[src/rtl/conv_ctrl_pkg.sv]
// Shared types and inst bit map for the conv_ctrl sequencer.
// Holds the FSM state enum, inst bit positions and the idle inst word.
package conv_ctrl_pkg;

  typedef enum logic [3:0] {
    S_IDLE, S_ARST, S_WL0, S_WLD, S_WGAP,
    S_AWR, S_AGAP, S_EXEC, S_EGAP,
    S_OPRE, S_OWR, S_OEND, S_DRAIN, S_DONE
  } state_t;

  localparam int ACC_B  = 33;
  localparam int CENP_B = 32;
  localparam int WENP_B = 31;
  localparam int AP_LO  = 20;
  localparam int CENX_B = 19;
  localparam int WENX_B = 18;
  localparam int AX_LO  = 7;
  localparam int OFRD_B = 6;
  localparam int IFWR_B = 5;
  localparam int IFRD_B = 4;
  localparam int L0RD_B = 3;
  localparam int L0WR_B = 2;
  localparam int EXEC_B = 1;
  localparam int LOAD_B = 0;

  localparam logic [33:0] INST_IDLE =
    (34'd1 << CENP_B) | (34'd1 << WENP_B) |
    (34'd1 << CENX_B) | (34'd1 << WENX_B);

endpackage

[src/rtl/conv_ctrl_if.sv]
// Output bus of the convolution sequencer towards dual_core.
// master: sequencer side (start in, inst/tile/sel/mode/relu/arr_rst/busy/done out).
interface conv_ctrl_if;
  logic        start;
  logic [33:0] inst;
  logic [1:0]  tile;
  logic        sel;
  logic        mode;
  logic        relu;
  logic        arr_rst;
  logic        busy;
  logic        done;

  modport master (
    input  start,
    output inst, tile, sel, mode, relu,
    output arr_rst, busy, done
  );

  modport slave (
    output start,
    input  inst, tile, sel, mode, relu,
    input  arr_rst, busy, done
  );
endinterface

[src/rtl/conv_ctrl_pmem_ofs.sv]
// kij -> PMEM start address, -(kij%ki_sz + (kij/ki_sz)*nij_sz) mod 2^11.
// Ports: kij (4b) in, ofs (11b) out; purely combinational.
module conv_ctrl_pmem_ofs #(
  parameter int ki_sz  = 3,
  parameter int nij_sz = 6
) (
  input  logic [3:0]  kij,
  output logic [10:0] ofs
);
  logic [10:0] pos;

  assign pos = 11'(kij % 4'(ki_sz))
             + 11'(kij / 4'(ki_sz)) * 11'(nij_sz);
  // The negative start is intentional: it shifts the
  // output window so each kij lands on its psum rows.
  assign ofs = -pos;
endmodule

[src/rtl/conv_ctrl.sv]
// Sequencer for one 3x3 conv pass: walks all kij, drives inst/tile/sel/relu.
// Ports: clk, reset (sync, active-low), bus (conv_ctrl_if.master). Option: CONV_CTRL_RELU_EN.
module conv_ctrl
  import conv_ctrl_pkg::*;
#(
  parameter int col     = 8,
  parameter int row     = 8,
  parameter int len_nij = 36,
  parameter int nij_sz  = 6,
  parameter int len_kij = 9,
  parameter int ki_sz   = 3,
  parameter int htiles  = 2,
  parameter logic [10:0] W_BASE = 11'h400
) (
  input logic        clk,
  input logic        reset,
  conv_ctrl_if.master bus
);
  localparam logic [5:0] ARST_LAST = 6'd2;
  localparam logic [5:0] WLD_LAST  = 6'(row + 2 * col - 1);
  localparam logic [5:0] LOAD_N    = 6'(2 * col);
  localparam logic [5:0] WR_N      = 6'(2 * col - 1);
  localparam logic [5:0] AWR_LAST  = 6'(len_nij - 1);
  localparam logic [5:0] EXEC_LAST = 6'(len_nij + 2 * col - 1);
  localparam logic [5:0] EXEC_N    = 6'(len_nij);
  localparam logic [5:0] DRN_LAST  = 6'd1;
  localparam logic [3:0] KIJ_LAST  = 4'(len_kij - 1);
  localparam logic       TILE_LAST = 1'(htiles - 1);

  state_t      state, nstate;
  logic [3:0]  kij, nkij;
  logic        tsel, ntsel;
  logic [5:0]  t, nt;

  logic [33:0] inst_q, inst_d;
  logic [1:0]  tile_q, tile_d;
  logic        sel_q, sel_d;
  logic        relu_q, relu_d;
  logic        arst_q, arst_d;
  logic        busy_q, busy_d;
  logic        done_q, done_d;

  logic [10:0] ofs;
  logic [10:0] wbase;

  conv_ctrl_pmem_ofs #(
    .ki_sz (ki_sz),
    .nij_sz(nij_sz)
  ) u_ofs (
    .kij(nkij),
    .ofs(ofs)
  );

  assign wbase = W_BASE
    + (11'(nkij) * 11'(htiles) + 11'(ntsel)) * 11'(2 * col);

  always_comb begin
    nstate = state;
    nkij   = kij;
    ntsel  = tsel;
    nt     = t + 6'd1;
    unique case (state)
      S_IDLE: begin
        nt = '0;
        if (bus.start) begin
          nstate = S_ARST;
          nkij   = '0;
          ntsel  = 1'b0;
        end
      end
      S_ARST: if (t == ARST_LAST) begin
        nstate = S_WL0;
        nt     = '0;
      end
      S_WL0: begin
        nstate = S_WLD;
        nt     = '0;
      end
      S_WLD: if (t == WLD_LAST) begin
        nstate = S_WGAP;
        nt     = '0;
      end
      S_WGAP: begin
        nt = '0;
        if (tsel == TILE_LAST) begin
          nstate = S_AWR;
        end else begin
          nstate = S_WL0;
          ntsel  = tsel + 1'b1;
        end
      end
      S_AWR: if (t == AWR_LAST) begin
        nstate = S_AGAP;
        nt     = '0;
      end
      S_AGAP: begin
        nstate = S_EXEC;
        nt     = '0;
      end
      S_EXEC: if (t == EXEC_LAST) begin
        nstate = S_EGAP;
        nt     = '0;
      end
      S_EGAP: begin
        nstate = S_OPRE;
        nt     = '0;
      end
      S_OPRE: begin
        nstate = S_OWR;
        nt     = '0;
      end
      S_OWR: if (t == AWR_LAST) begin
        nstate = S_OEND;
        nt     = '0;
      end
      S_OEND: begin
        nstate = S_DRAIN;
        nt     = '0;
      end
      S_DRAIN: if (t == DRN_LAST) begin
        nt = '0;
        if (kij < KIJ_LAST) begin
          nstate = S_ARST;
          nkij   = kij + 4'd1;
          ntsel  = 1'b0;
        end else begin
          nstate = S_DONE;
        end
      end
      S_DONE: begin
        nstate = S_IDLE;
        nt     = '0;
      end
      default: begin
        nstate = S_IDLE;
        nt     = '0;
      end
    endcase
  end

  // Outputs are decoded from the next state so that the
  // registered bus lines up with the state it describes.
  always_comb begin
    inst_d = INST_IDLE;
    tile_d = 2'b01;
    sel_d  = 1'b0;
    relu_d = 1'b0;
    arst_d = 1'b0;
    busy_d = !(nstate inside {S_IDLE, S_DONE});
    done_d = (nstate == S_DONE);
    unique case (nstate)
      S_ARST: arst_d = (nt == '0);
      S_WL0: begin
        tile_d = 2'b01 << ntsel;
        inst_d[L0WR_B] = 1'b1;
        inst_d[CENX_B] = 1'b0;
        inst_d[AX_LO +: 11] = wbase;
      end
      S_WLD: begin
        tile_d = 2'b01 << ntsel;
        inst_d[L0RD_B] = 1'b1;
        inst_d[LOAD_B] = (nt < LOAD_N);
        inst_d[L0WR_B] = (nt < WR_N);
        inst_d[CENX_B] = !(nt < WR_N);
        inst_d[AX_LO +: 11] = wbase + 11'(nt) + 11'd1;
      end
      S_WGAP: tile_d = 2'b01 << ntsel;
      S_AWR: begin
        tile_d = 2'b11;
        inst_d[L0WR_B] = 1'b1;
        inst_d[CENX_B] = 1'b0;
        inst_d[AX_LO +: 11] = 11'(nt);
      end
      S_EXEC: begin
        tile_d = 2'b11;
        inst_d[L0RD_B] = 1'b1;
        inst_d[EXEC_B] = (nt < EXEC_N);
      end
      S_OPRE, S_OWR: begin
        tile_d = 2'b11;
        sel_d  = nkij[0];
        inst_d[OFRD_B] = 1'b1;
        inst_d[ACC_B]  = (nkij != '0);
        if (nstate == S_OWR) begin
          inst_d[CENP_B] = 1'b0;
          inst_d[WENP_B] = 1'b0;
          inst_d[AP_LO +: 11] = ofs + 11'(nt);
        end else begin
          inst_d[AP_LO +: 11] = ofs;
        end
      end
      S_AGAP, S_EGAP, S_OEND, S_DRAIN: tile_d = 2'b11;
      default: ;
    endcase
    inst_d[WENX_B] = 1'b1;
    inst_d[IFWR_B] = 1'b0;
    inst_d[IFRD_B] = 1'b0;
`ifdef CONV_CTRL_RELU_EN
    relu_d = (nstate inside {S_OPRE, S_OWR, S_OEND})
          && (nkij == KIJ_LAST);
`else
    relu_d = 1'b0;
`endif
  end

  always_ff @(posedge clk) begin
    if (!reset) begin
      state  <= S_IDLE;
      kij    <= '0;
      tsel   <= 1'b0;
      t      <= '0;
      inst_q <= INST_IDLE;
      tile_q <= 2'b01;
      sel_q  <= 1'b0;
      relu_q <= 1'b0;
      arst_q <= 1'b1;
      busy_q <= 1'b0;
      done_q <= 1'b0;
    end else begin
      state  <= nstate;
      kij    <= nkij;
      tsel   <= ntsel;
      t      <= nt;
      inst_q <= inst_d;
      tile_q <= tile_d;
      sel_q  <= sel_d;
      relu_q <= relu_d;
      arst_q <= arst_d;
      busy_q <= busy_d;
      done_q <= done_d;
    end
  end

  assign bus.inst    = inst_q;
  assign bus.tile    = tile_q;
  assign bus.sel     = sel_q;
  assign bus.mode    = 1'b0;
  assign bus.relu    = relu_q;
  assign bus.arr_rst = arst_q;
  assign bus.busy    = busy_q;
  assign bus.done    = done_q;
endmodule

[src/flat_wrapper.sv]
// flat-port wrapper written by rule: the top's interface ports become plain ports
module conv_ctrl_flat import conv_ctrl_pkg::*;
#(
  parameter int col     = 8,
  parameter int row     = 8,
  parameter int len_nij = 36,
  parameter int nij_sz  = 6,
  parameter int len_kij = 9,
  parameter int ki_sz   = 3,
  parameter int htiles  = 2,
  parameter logic [10:0] W_BASE = 11'h400
)
  (clk, reset, bus_start, bus_inst, bus_tile, bus_sel, bus_mode, bus_relu, bus_arr_rst, bus_busy, bus_done);
  conv_ctrl_if bus_i ();
  input logic clk;
  input logic reset;
  input wire logic [$bits(bus_i.start)-1:0] bus_start;
  output wire logic [$bits(bus_i.inst)-1:0] bus_inst;
  output wire logic [$bits(bus_i.tile)-1:0] bus_tile;
  output wire logic [$bits(bus_i.sel)-1:0] bus_sel;
  output wire logic [$bits(bus_i.mode)-1:0] bus_mode;
  output wire logic [$bits(bus_i.relu)-1:0] bus_relu;
  output wire logic [$bits(bus_i.arr_rst)-1:0] bus_arr_rst;
  output wire logic [$bits(bus_i.busy)-1:0] bus_busy;
  output wire logic [$bits(bus_i.done)-1:0] bus_done;
  assign bus_i.start = bus_start;
  assign bus_inst = bus_i.inst;
  assign bus_tile = bus_i.tile;
  assign bus_sel = bus_i.sel;
  assign bus_mode = bus_i.mode;
  assign bus_relu = bus_i.relu;
  assign bus_arr_rst = bus_i.arr_rst;
  assign bus_busy = bus_i.busy;
  assign bus_done = bus_i.done;
  conv_ctrl #(.col(col), .row(row), .len_nij(len_nij), .nij_sz(nij_sz), .len_kij(len_kij), .ki_sz(ki_sz), .htiles(htiles), .W_BASE(W_BASE)) u_core (.clk(clk), .reset(reset), .bus(bus_i));
endmodule
[config.mk]
export PLATFORM = sky130hd
export DESIGN_NAME = conv_ctrl_flat
export DESIGN_NICKNAME = d
export VERILOG_FILES = /design/src/rtl/conv_ctrl_pkg.sv /design/src/rtl/conv_ctrl_if.sv /design/src/rtl/conv_ctrl_pmem_ofs.sv /design/src/rtl/conv_ctrl.sv /design/src/flat_wrapper.sv
export SDC_FILE = /design/constraint.sdc
export NUM_CORES = 1
export LEC_CHECK = 0
export CAP_MARGIN = 20
export CORE_MARGIN = 5
export CORE_UTILIZATION = 35
export DETAILED_ROUTE_END_ITERATION = 12
export GPL_ROUTABILITY_DRIVEN = 0
export PLACE_DENSITY = 0.59
export SLEW_MARGIN = 20
export SYNTH_ARGS = -nofsm -noshare
export SYNTH_HDL_FRONTEND = slang
export SYNTH_SLANG_ARGS = --single-unit
[constraint.sdc]
create_clock -name clk -period 16.9 [get_ports clk]
set_input_delay 3.38 -clock clk [delete_from_list [all_inputs] [get_ports clk]]
set_output_delay 3.38 -clock clk [all_outputs]
set_load 0.05 [all_outputs]
==> impl_metrics.py <==
metrics = {
    "run_status": {
        "status": "complete, no violations",
    },
    "floorplanning": {
        "rows": 38,
        "fp.dieW_um": 116,
        "ios": 45,
        "core_sq_um": 11000,
        "dieArea_sq_um": 13500,
        "die_h_um": 116,
        "start_util_pct": 36.0,
    },
    "detailed_routing": {
        "dr.max_layer_used": "met4",
        "route.met2.wl_mm": 5.09,
        "antenna_left": 0,
        "wl_met3_um": 445,
        "vias": 3538,
        "wl_met1_mm": 4.30,
        "drt_iter0_drc": 232,
        "drc": 0,
        "vias_per_cell": 5.49,
        "wl_per_cell_um": 15.4,
        "routed_wl_mm": 9.95,
        "first_pass_iters": 5,
    },
    "min_path": {
        "min_from": "u_core.kij[1]$_SDFF_PN0_",
        "hold_depth": 2,
        "min_to": "u_core.bus.inst[16]$_SDFF_PN0_",
        "worstHoldPathType": "reg2reg",
    },
    "synthesis": {
        "synthCells": 477,
        "synth_edf_count": 0,
        "synthMuxAreaShare_pct": 1.58,
        "yosys.area_share.simple_pct": 24.3,
        "synth_top_family_by_area": "simple AND/OR/NAND/NOR gates",
        "syn_area_sq_um": 3960,
        "synth_compound_gate_area_share_pct": 23.5,
        "synth.top_cell.area_share_pct": 25.8,
        "synthXorXnorAreaFrac_pct": 5.53,
        "yosysUniqueCellTypes": 73,
        "ys_warn_count": 0,
        "yosys.area.top_type": "dfxtp_1",
        "ys.flop_type": "dfxtp_1",
        "ys_seq_elements": 51,
        "avgSynthCellArea_sq_um": 8.30,
        "synth.yosys.seq_area_share_pct": 25.8,
        "async_reset_ff_share_pct": 0,
        "ys_top_cells_by_area": "dfxtp_1 (26%), ha_1 (10%), nor2_1 (4.0%)",
        "synthAdderAreaFrac_pct": 11.9,
    },
    "sta": {
        "final.setup.tns_ns": 0,
        "slew_headroom_pct": 35.7,
        "rsz0062_at_grt": "no",
        "fin_ws_ns": 5.94,
        "tightest_slew_ns": 0.957,
        "fin_crit_sh_pct": 64.9,
        "maxSlewViolCount": 0,
        "hold_viol_final": 0,
        "max_freq_mhz": 91.2,
        "period_minus_slack_ns": 10.96,
        "clock-skew-final_ns": 0.00996,
        "setup_viol": 0,
    },
    "clocking": {
        "cts_buffer_depth": 2,
        "cts_made_buffers": 5,
        "root_buffer": "clkbuf_16",
        "h-tree-depth": 2,
        "cts_resized": 0,
        "post_cts_buffers": 0,
        "clk_latency_ns": 0.29,
        "cts_sinks": 51,
        "cts_tree": "built",
        "clkSlewWorstSetupHoldPaths_ns": 0.07,
        "cts_hold_buffers": 0,
    },
    "global_route": {
        "gr-usage-all-layers_pct": 15.2,
        "grt_pass1_wl_mm": 16.7,
        "grt_pass1_vias": 3492,
        "antenna_found_initial": 0,
        "grt_max_degree": 31,
        "overflow": 0,
    },
    "power": {
        "p_per_area_nw_per_um2": 56.5,
        "p_total_mw": 0.260,
        "vdd_ir_drop_max_mv": 0.0396,
        "power_leakage_nw": 1.82,
    },
    "layout": {
        "n_antenna_cell": 0,
        "nNetsFinal": 543,
        "n_fill_cell": 1094,
        "drive_above_1_share_pct": 7.72,
        "syn_to_final_growth_pct": 16.3,
        "fin_util_pct": 41.9,
    },
    "worst_setup_path": {
        "r2r_slack_ns": 8.78,
        "crit_path_start_kind": "input port",
        "r2r_cells": 31,
        "critPathKind": "in2reg",
        "critPathArrivalTime_ns": 11.14,
        "cp_max_fo": 13,
        "required_ns": 17.08,
        "worstReg2RegEnd": "u_core.bus.inst[30]$_SDFF_PN0_",
        "cp_slowest_cell": "a221oi_2",
        "cpPeakStageDelay_ns": 0.80,
        "cp_common_cell": "ha_1",
        "cp-end-kind": "flip-flop",
        "rr_startpoint": "u_core.t[0]$_SDFF_PN0_",
    },
    "place": {
        "pre_cts_ws_ns": 5.73,
        "port_buffers": 39,
        "post-dp-hpwl_mm": 7.66,
    },
    "job": {
        "maxCapViolCount": 0,
    },
}
## critical path: cells and delay by family
kind / cells / cell delay, ns
xor+xnor: 1 / 0.11
compound gates: 8 / 2.08
simple gates: 7 / 1.56
buf+inv: 6 / 1.20
mux: 2 / 0.60
fa+ha+maj: 7 / 2.21
## cell families (layout without fill, tap and decap cells)
kind of cell,Yosys count,count (layout)
AO/OA/AOI/OAI,133,133
XOR/XNOR,25,25
adder cells (fa/ha/maj),36,36
buffers and inverters,60,85
flip-flops,51,51
multiplexers,6,6
other,2,5
AND/OR/NAND/NOR,164,164
## cells in the mapped netlist (4+ instances only)
cell type and count:
nand2_1 20, or3_1 7, nor3_1 5, nand4_1 6, nor2b_1 12, clkbuf_1 15, nor4bb_1 4, a22oi_1 5
and3_1 4, dfxtp_1 51, nor2_1 42, mux2i_1 4, o21ai_0 25, xnor2_1 16, nand3_1 14, nand2b_1 6
ha_1 33, xor2_1 9, nor3b_1 4, a211oi_1 14, o21a_1 7, a21oi_1 28, inv_1 28, buf_4 7
and2_1 17, a31oi_1 4, a21boi_0 7, a21o_1 7
## power breakdown
part,internal [mW],switching (mW)
Clock,0.0745,0.0466
Sequential,0.121,0.00142
Combinational,0.00532,0.0113
## worst max path at each step
stage | start | to | slack (ns) | depth (start not counted)
6_report | bus_start | u_core.bus.inst[30]$_SDFF_PN0_ | 5.94 | 31
5_1_grt | bus_start | u_core.bus.inst[30]$_SDFF_PN0_ | 5.42 | 31
4_1_cts | bus_start | u_core.bus.inst[30]$_SDFF_PN0_ | 6.02 | 31
3_5_place_dp | bus_start | u_core.bus.inst[30]$_SDFF_PN0_ | 5.73 | 31
3_3_place_gp | bus_start | u_core.bus.inst[30]$_SDFF_PN0_ | 6.00 | 31
2_1_floorplan | bus_start | u_core.bus.inst[30]$_SDFF_PN0_ | 7.40 | 30
## per-stage QoR
| step | std cells | hold WS (ns) | cell area, sq um |
|---|---|---|---|
| floorplan | 480 | 0.635 | 3970 |
| global placement | 637 | 0.737 | 4430 |
| detailed placement | 637 | 0.733 | 4430 |
| CTS | 645 | 0.749 | 4600 |
| global route | 645 | 0.809 | 4600 |
| finish | 645 | 0.755 | 4600 |
## final cells by class
type	instances	area [sq um]	share of cell area (%)
timing repair buffer	44	428	9.29
sequential	51	1020	22.2
inverter	33	138	2.99
clock buffer	6	139	3.02
multi-input combinational	369	2670	57.9
tap	140	175	3.80
clock inverter	2	38.8	0.842
## cell usage in the layout, fill, tap and decap left out, types with 9 or more instances in the layout
master	instances
xor2_1	9
o21ai_0	25
nand3_1	14
xnor2_1	16
inv_1	28
ha_1	33
a21oi_1	28
dfxtp_1	51
and2_1	17
a211oi_1	14
nor2_1	42
nor2b_1	12
clkdlybuf4s50_1	39
nand2_1	20
## routing by layer
layer	vias to the layer above	global-route usage [%]
met5	-	0
met3	11	1.92
met1	1675	18.7
met2	93	27.3
li1	1759	-
met4	0	5.03
## state kept, by name, indices dropped and copies added, names as in the netlist, 2 cells and up
| name | count |
|---|---|
| u_core.state | 4 |
| u_core.bus.tile | 2 |
| u_core.kij | 4 |
| u_core.t | 6 |
| u_core.bus.inst | 30 |
Power figures use the tool's default switching activity.
